==> src/rtl/cpu_pkg.sv <==
// Shared CPU definitions: opcodes, the NOP encoding, the IF/ID record and fetch FSM states.
// Pure declarations; no logic and no flow control.
package cpu_pkg;

  localparam logic [4:0] OP_ADD  = 5'd0;
  localparam logic [4:0] OP_SUB  = 5'd1;
  localparam logic [4:0] OP_AND  = 5'd2;
  localparam logic [4:0] OP_OR   = 5'd3;
  localparam logic [4:0] OP_XOR  = 5'd4;
  localparam logic [4:0] OP_SLL  = 5'd5;
  localparam logic [4:0] OP_SRL  = 5'd6;
  localparam logic [4:0] OP_ADDI = 5'd7;
  localparam logic [4:0] OP_LW   = 5'd8;
  localparam logic [4:0] OP_SW   = 5'd9;
  localparam logic [4:0] OP_BEQ  = 5'd10;
  localparam logic [4:0] OP_BNE  = 5'd11;
  localparam logic [4:0] OP_JAL  = 5'd12;
  localparam logic [4:0] OP_JALR = 5'd13;
  localparam logic [4:0] OP_LUI  = 5'd14;
  localparam logic [4:0] OP_TM   = 5'd15;
  localparam logic [4:0] OP_HALT = 5'b11111;

  localparam logic [31:0] NOP_INSTR = 32'h0000_0000;
  localparam int          CPU_PC_W  = 16;

  // Pipeline register record, shared by IF/ID and ID/EX.
  typedef struct packed {
    logic [31:0]         instr;
    logic [CPU_PC_W-1:0] pc;
    logic [CPU_PC_W-1:0] pc_plus1;
    logic                valid;
  } if_id_t;

  typedef enum logic {
    RUN    = 1'b0,
    HALTED = 1'b1
  } fetch_state_t;

endpackage

==> src/rtl/pc_reg.sv <==
// Program counter: load has priority over increment, otherwise holds.
// Single-cycle update; the caller gates inc to express stall.
module pc_reg
  import cpu_pkg::*;
#(
  parameter int              PC_W     = 16,
  parameter logic [PC_W-1:0] RESET_PC = '0
) (
  input  logic            clk,
  input  logic            rst,
  input  logic            load,
  input  logic [PC_W-1:0] load_val,
  input  logic            inc,
  output logic [PC_W-1:0] pc
);

  localparam logic [PC_W-1:0] PC_ONE = {{(PC_W-1){1'b0}}, 1'b1};

  always_ff @(posedge clk) begin
    if (rst) begin
      pc <= RESET_PC;
    end else if (load) begin
      pc <= load_val;
    end else if (inc) begin
      pc <= pc + PC_ONE;
    end
  end

endmodule

==> src/rtl/instr_fetch.sv <==
// Fetch stage: issues PC to sync-read imem, word reaches IF/ID two cycles after issue.
// Stall freezes everything and re-reads the in-flight address; redirect squashes ID and wins over stall/halt.
module instr_fetch
  import cpu_pkg::*;
#(
  parameter int              PC_W      = 16,
  parameter logic [PC_W-1:0] RESET_PC  = '0,
  parameter logic [31:0]     NOP_INSTR = cpu_pkg::NOP_INSTR
) (
  input  logic            clk,
  input  logic            rst,
  input  logic            stall,
  input  logic            branch_taken,
  input  logic [PC_W-1:0] branch_target,
  input  logic            hlt,
  output logic [PC_W-1:0] imem_addr,
  output logic            imem_re,
  input  logic [31:0]     imem_rdata,
  output logic [31:0]     instr_IF,
  output logic [PC_W-1:0] pc_IF,
  output logic [PC_W-1:0] pc_plus1_IF,
  output logic            valid_IF,
  output logic            halted
);

  localparam logic [PC_W-1:0] PC_ONE = {{(PC_W-1){1'b0}}, 1'b1};

  fetch_state_t    state;
  logic [PC_W-1:0] pc;
  logic [PC_W-1:0] inflight_pc;
  logic            inflight_valid;
  logic            advance;

  assign advance = (state == RUN) && !branch_taken && !hlt && !stall;

  pc_reg #(
    .PC_W     (PC_W),
    .RESET_PC (RESET_PC)
  ) u_pc_reg (
    .clk      (clk),
    .rst      (rst),
    .load     (branch_taken),
    .load_val (branch_target + PC_ONE),
    .inc      (advance),
    .pc       (pc)
  );

  // During a stall the memory is re-pointed at the in-flight word so its data survives release.
  always_comb begin
    imem_addr = pc;
    imem_re   = 1'b0;
    if (branch_taken) begin
      imem_addr = branch_target;
      imem_re   = 1'b1;
    end else if (state == HALTED || hlt) begin
      imem_re   = 1'b0;
    end else if (stall) begin
      imem_addr = inflight_pc;
      imem_re   = inflight_valid;
    end else begin
      imem_re   = 1'b1;
    end
  end

  always_ff @(posedge clk) begin
    if (rst) begin
      state          <= RUN;
      halted         <= 1'b0;
      inflight_pc    <= '0;
      inflight_valid <= 1'b0;
      instr_IF       <= NOP_INSTR;
      pc_IF          <= '0;
      pc_plus1_IF    <= '0;
      valid_IF       <= 1'b0;
    end else if (branch_taken) begin
      // A halt seen before the redirect was on the wrong path, so resume.
      state          <= RUN;
      halted         <= 1'b0;
      inflight_pc    <= branch_target;
      inflight_valid <= 1'b1;
      instr_IF       <= NOP_INSTR;
      valid_IF       <= 1'b0;
    end else if (state == RUN) begin
      if (hlt) begin
        state          <= HALTED;
        halted         <= 1'b1;
        inflight_valid <= 1'b0;
        instr_IF       <= NOP_INSTR;
        valid_IF       <= 1'b0;
      end else if (!stall) begin
        inflight_pc    <= pc;
        inflight_valid <= 1'b1;
        instr_IF       <= inflight_valid ? imem_rdata : NOP_INSTR;
        pc_IF          <= inflight_pc;
        pc_plus1_IF    <= inflight_pc + PC_ONE;
        valid_IF       <= inflight_valid;
      end
    end
  end

endmodule

==> config.mk <==
export PLATFORM = sky130hd
export DESIGN_NAME = instr_fetch
export DESIGN_NICKNAME = d
export VERILOG_FILES = /design/src/rtl/cpu_pkg.sv /design/src/rtl/pc_reg.sv /design/src/rtl/instr_fetch.sv
export SDC_FILE = /design/constraint.sdc
export NUM_CORES = 1
export LEC_CHECK = 0
export CAP_MARGIN = 20
export CORE_UTILIZATION = 65
export DETAILED_ROUTE_END_ITERATION = 7
export DONT_BUFFER_PORTS = 1
export PLACE_DENSITY_LB_ADDON = 0.12
export SYNTH_ARGS = -nofsm -noshare
export SYNTH_HDL_FRONTEND = slang
export SYNTH_HIERARCHICAL = 1
export SYNTH_SLANG_ARGS = --single-unit
==> constraint.sdc <==
create_clock -name clk -period 4.5 [get_ports clk]
set_input_delay 0.675 -clock clk [delete_from_list [all_inputs] [get_ports clk]]
set_output_delay 0.675 -clock clk [all_outputs]
set_load 0.05 [all_outputs]
==> reports/metrics.cfg, run 1 <==
[outcome]
status=finished, final reports clean

[cts]
post_cts_buffers=0
clock_latency_ns=0.38
cts_resized=0
cts_tree=built
postCtsHoldBufs=0
cts.sinks=100
path_clk_slew_ns=0.11
cts_buffers=9
cts_buffer_depth=2
clock-root-buffer=clkbuf_8
htreeDepth=3

[layout]
final_cell_count_no_fill=660
drive_gt1_share_pct=11.05
regMostFlops=instr_IF
layout.area.seq_mm2=0.002002
fin_area_mm2=0.005127
multiInputGateArea_mm2=0.002565
fill_cells=601
synthToLayoutAreaGrowth_pct=5.104
largest_reg_flops=32
nets=612
n_antenna_cell=0

[placed_design]
placed_area_mm2=0.004895
placed_cells=642
post-place-ws_ns=1.490
dp.final_hpwl_um=7972
io_buffers=0
place.gp.congestion=0.8662

[yosys]
synthFlopType=dfxtp_1
synth_edf_count=0
synth_top_area_share_pct=41.04
netlist_area_mm2=0.004878
synthTopCellsByArea=dfxtp_1 (41%), nand2_1 (6.0%), nor2_1 (5.8%), a22oi_1 (4.9%), mux2i_1 (4.1%)
yosysWarnings=6
synthArstFlopShare_pct=0
yosysTopAreaCell=dfxtp_1
yosysMostFrequentCell=dfxtp_1
synth.distinct_cells=45
synth_cells=569
ys_seq_elements=100
ys_seq_area_share_pct=41.04
syn-num-nets=625
yosys-top-cells-count=dfxtp_1 (100), nand2_1 (78), nor2_1 (76), a21oi_1 (34), a22oi_1 (32)
syn_avg_cell_area_um2=8.574

[global_routing]
grt_pass1_vias=3573
grt_max_degree=67
grt_pass1_wl_um=16950
antenna_found_initial=0
grt_overflow_total=0
grt_use_total_pct=27.93

[sta]
slew_viol_final=0
tightest_slew_ns=1.014
finalSetupViolations=0
post-route-min-period_ns=2.951
clock.fmax_ghz=0.3389
max_slew_margin_pct=32.05
clock_skew_ns=0.01584
whs_ns=0.3623
fin_crit_sh_pct=65.58
rsz0062_at_grt=no
final-hold-violation-count=0
setup_tns_ns=0
setup_slack_ns=1.549

[worst_setup_path]
end_kind=primary output
critical_path_required_ns=3.83
crit_path_start_kind=register
path_class=reg -> out
critPathArrivalTime_ns=2.28
startpoint=state
r2r-start=state
cp_max_fo=16

[die]
io_pins=136
die_area_mm2=0.007855
initial_utilization_pct=67.26
placementRows=31
die_w_um=88.63
die_y_um=88.63
coreArea_mm2=0.007253

[power_and_ir_drop]
ir_worst_vdd_uv=224.1
power.leakage_uw=0.001800
power_density_mw_per_mm2=352.1

[hold_path]
min_path_type=in -> reg
min_from=rst

[routing]
drc_errors=0
wl_per_cell_um=17.32
drt-total-wl_um=11430
dr.pass1.iters=5
num_vias=4079
drt_iter0_markers=260
via_per_inst=6.180
antenna_left=0

[job]
drv_cap=0

## where the power goes
part | switching, uW | internal, uW
registers | 98.6 | 919
logic | 146 | 86.5
clock network | 342 | 214
total | 586 | 1220
## logic make-up after synthesis
family,count (synthesis),synth area share [%]
compound gates,127,18.24
xor+xnor,41,7.361
fa+ha+maj,3,0.7695
buf+inv,62,6.463
flops,100,41.04
mux,20,4.104
simple gates,216,22.03
## area by class of cell
class                           instances  area share (%)
Clock buffer                            9           2.416
Sequential cell                       100           39.04
Inverter                               18           1.342
Multi-Input combinational cell        407           50.02
Clock inverter                          7           1.293
Timing Repair Buffer                   20           3.465
Tap cell                               99           2.416
## worst max-delay path, stage by stage (launching register included)
cell and delay [ns]:
dfxtp_1 0.40, nor3_2 0.86, nand2_1 0.12, a31oi_1 0.27, buf_4 0.24
## metal layers
| metal | track usage [%] | vias to the layer above | part of all wire [%] |
|---|---|---|---|
| li1 | - | 1969 | - |
| met3 | 6.903 | 17 | 7.8 |
| met4 | 7.478 | 0 | 1.2 |
| met1 | 36.96 | 1940 | 42 |
| met2 | 45.66 | 153 | 49 |
| met5 | 0 | - | 0 |
## worst paths after layout
kind	to	slack, ns	cells after the start
max	imem_addr[3]	1.55	4
min reg2reg	pc_IF[14]	0.51	2
min	pc_IF[13]	0.36	1
max reg2reg	u_pc_reg/pc[5]	1.70	6
## metrics by stage
| stage | util (%) | power [uW] |
|---|---|---|
| global placement | 67.48 | 1255 |
| finish | 70.69 | 1805 |
| CTS | 70.11 | 1801 |
| floorplan | - | 1223 |
| detailed placement | 67.48 | 1264 |
| global route | 70.69 | 1865 |
## placed cells by master, fill, tap and decap left out, types with 14 or more instances in the layout
cell type,n
a211oi_1,20
a21oi_1,34
a22oi_1,32
a31oi_1,16
buf_4,18
dfxtp_1,100
inv_1,17
mux2i_1,20
nand2_1,78
nand3_1,14
nor2_1,76
xnor2_1,21
xor2_1,20
No activity file was read; power rests on OpenSTA's default activity.
==> run 2, diff against run 1 <==
--- a/config.mk
+++ b/config.mk
@@ -6,7 +6,7 @@
 export NUM_CORES = 1
 export LEC_CHECK = 0
 export CAP_MARGIN = 20
-export CORE_UTILIZATION = 65
+export CORE_UTILIZATION = 63
 export DETAILED_ROUTE_END_ITERATION = 7
 export DONT_BUFFER_PORTS = 1
 export PLACE_DENSITY_LB_ADDON = 0.12
==> constraint.sdc (replaced) <==
create_clock -name clk -period 2.88 [get_ports clk]
set_input_delay 0.432 -clock clk [delete_from_list [all_inputs] [get_ports clk]]
set_output_delay 0.432 -clock clk [all_outputs]
set_load 0.05 [all_outputs]
==> run 2 against run 1 <==
  * Critical path depth grew 1
  * Highest routed layer unchanged
  * Via count fell by 0.37%
  * Clock-buffer cell count rose by 1
  * Largest power group unchanged
==> reports/metrics.cfg, run 2 (same netlist as run 1, synthesis figures left out) <==
[worst_setup_path]
critPathArrivalTime_ns=2.08  ; was 2.28 ns
path_class=reg -> out  ; unchanged
crit_path_start_kind=register  ; unchanged
critical_path_required_ns=2.45  ; was 3.83 ns
cp_max_fo=16  ; unchanged
end_kind=primary output  ; unchanged

[sta]
finalSetupViolations=0  ; unchanged
clock_skew_ns=0.01207  ; was 0.01584 ns
slew_viol_final=0  ; unchanged
fin_crit_sh_pct=87.05
final-hold-violation-count=0  ; unchanged
setup_slack_ns=0.3729  ; was 1.549 ns
max_slew_margin_pct=58.95  ; was 32.05%
setup_tns_ns=0  ; unchanged
tightest_slew_ns=0.6158  ; was 1.014 ns
rsz0062_at_grt=no  ; unchanged
post-route-min-period_ns=2.507
clock.fmax_ghz=0.3989

[layout]
multiInputGateArea_mm2=0.002565  ; unchanged
regMostFlops=instr_IF  ; unchanged
fill_cells=608  ; was 601
drive_gt1_share_pct=11.35  ; was 11.05%
largest_reg_flops=32  ; unchanged
mostFrequentLayoutCells=dfxtp_1 (100), nand2_1 (78), nor2_1 (76)  ; unchanged
final_common_cell=dfxtp_1  ; unchanged
synthToLayoutAreaGrowth_pct=5.130  ; was 5.104%
n_antenna_cell=0  ; unchanged
nets=615  ; was 612
layout.area.seq_mm2=0.002002  ; unchanged

[cts]
cts.sinks=100  ; unchanged
post_cts_buffers=0  ; unchanged
clock-root-buffer=clkbuf_8  ; unchanged
postCtsHoldBufs=0  ; unchanged
cts_tree=built  ; unchanged
htreeDepth=3  ; unchanged
path_clk_slew_ns=0.10  ; was 0.11 ns
cts_buffer_depth=2  ; unchanged
cts_resized=0  ; unchanged
cts_buffers=9  ; unchanged
clock_latency_ns=0.37  ; was 0.38 ns

[placed_design]
place.gp.congestion=0.8635  ; was 0.8662
io_buffers=0  ; unchanged
dp.final_hpwl_um=7893  ; was 7972 um
post-place-ws_ns=0.6034  ; was 1.490 ns

[global_routing]
grt_overflow_total=0  ; unchanged
groute.layer.met2.usage_pct=42.76  ; was 45.66%
top_usage_layer=met2  ; unchanged
antenna_found_initial=0  ; unchanged
grt_pass1_vias=3663  ; was 3,573
grt_use_total_pct=27.51  ; was 27.93%
grt_pass1_wl_um=18170  ; was 16,950 um
grt_use_met1_pct=38.35  ; was 36.96%
globalRouteMet3Util_pct=6.091  ; was 6.903%
grt_max_degree=67  ; unchanged

[job]
drv_cap=0  ; unchanged

[die]
placementRows=31  ; unchanged
initial_utilization_pct=66.20  ; was 67.26%
coreArea_mm2=0.007370  ; was 0.007253 mm2
die_y_um=90.00  ; was 88.63 um
die_area_mm2=0.008099  ; was 0.007855 mm2
die_w_um=90.00  ; was 88.63 um
io_pins=136  ; unchanged

[hold_path]
min_path_type=in -> reg  ; unchanged

[routing]
drt-total-wl_um=11270  ; was 11,430 um
drt_iter0_markers=285  ; was 260
antenna_left=0  ; unchanged
dr.pass1.iters=5  ; unchanged
num_vias=4064  ; was 4,079
via_per_inst=6.130  ; was 6.180
drc_errors=0  ; unchanged
wl_per_cell_um=16.99  ; was 17.32 um

[power_and_ir_drop]
power.leakage_uw=0.001805  ; was 0.001800 uW
power_density_mw_per_mm2=546.7  ; was 352.1 mW/mm2
ir_worst_vdd_uv=330.8  ; was 224.1 uV

[outcome]
status=finished, final reports clean  ; unchanged

-- run 2: cell types whose count changed in the layout (fill, tap and decap cells not counted) --
cell,before,now
clkinv_2,2,1
clkbuf_1,0,1
buf_4,18,22
clkinv_4,1,3
inv_6,2,0
buf_16,1,0
-- run 2: cell type report --
cell class	instances	area share, %
multi-input cells	407	50.01
flip-flops and latches	100	39.03
repair buffers	23	3.513
clock buffers	10	2.488
well taps	99	2.415
inverters	18	1.342
clock inverters	6	1.195
-- run 2: worst paths after layout --
path                  start        endpoint  slack [ns]  cells after the start
min                     rst        pc_IF[9]        0.13                      1
min reg2reg  inflight_valid  inflight_valid        0.54                      2
max reg2reg           state  u_pc_reg/pc[3]        0.56                      7
max                   state   imem_addr[14]        0.37                      5
-- run 2: where the power goes --
group,internal [uW],total [uW],switching (uW)
Clock,333,852,520
Sequential,1440,1590,154
Combinational,136,362,226
Total,1900,2800,900
-- run 2: worst max-delay path, cell delays in order (launching register included) --
cell	delay, ns
dfxtp_1	0.49
nor2_1	0.13
nand2_1	0.47
nand2_1	0.12
a31oi_1	0.26
buf_4	0.24
-- run 2: metal layers --
metal | part of all wire [%] | vias up
li1 | - | 1972
met1 | 45 | 1952
met2 | 47 | 130
met3 | 6.9 | 10
met5 | 0 | -
met4 | 0.92 | 0
-- run 2: metrics by stage --
step	instance area [um2]	instances	hold slack, ns	util (%)	power, uW
after floorplan	4878	569	0.4623	-	1911
after detailed placement	4925	646	0.5043	66.83	1976
after global placement	4925	646	0.4904	66.83	1966
final	5129	663	0.1266	69.59	2804
after global routing	5129	663	0.1032	69.59	2908
after CTS	5114	662	0.1106	69.39	2810
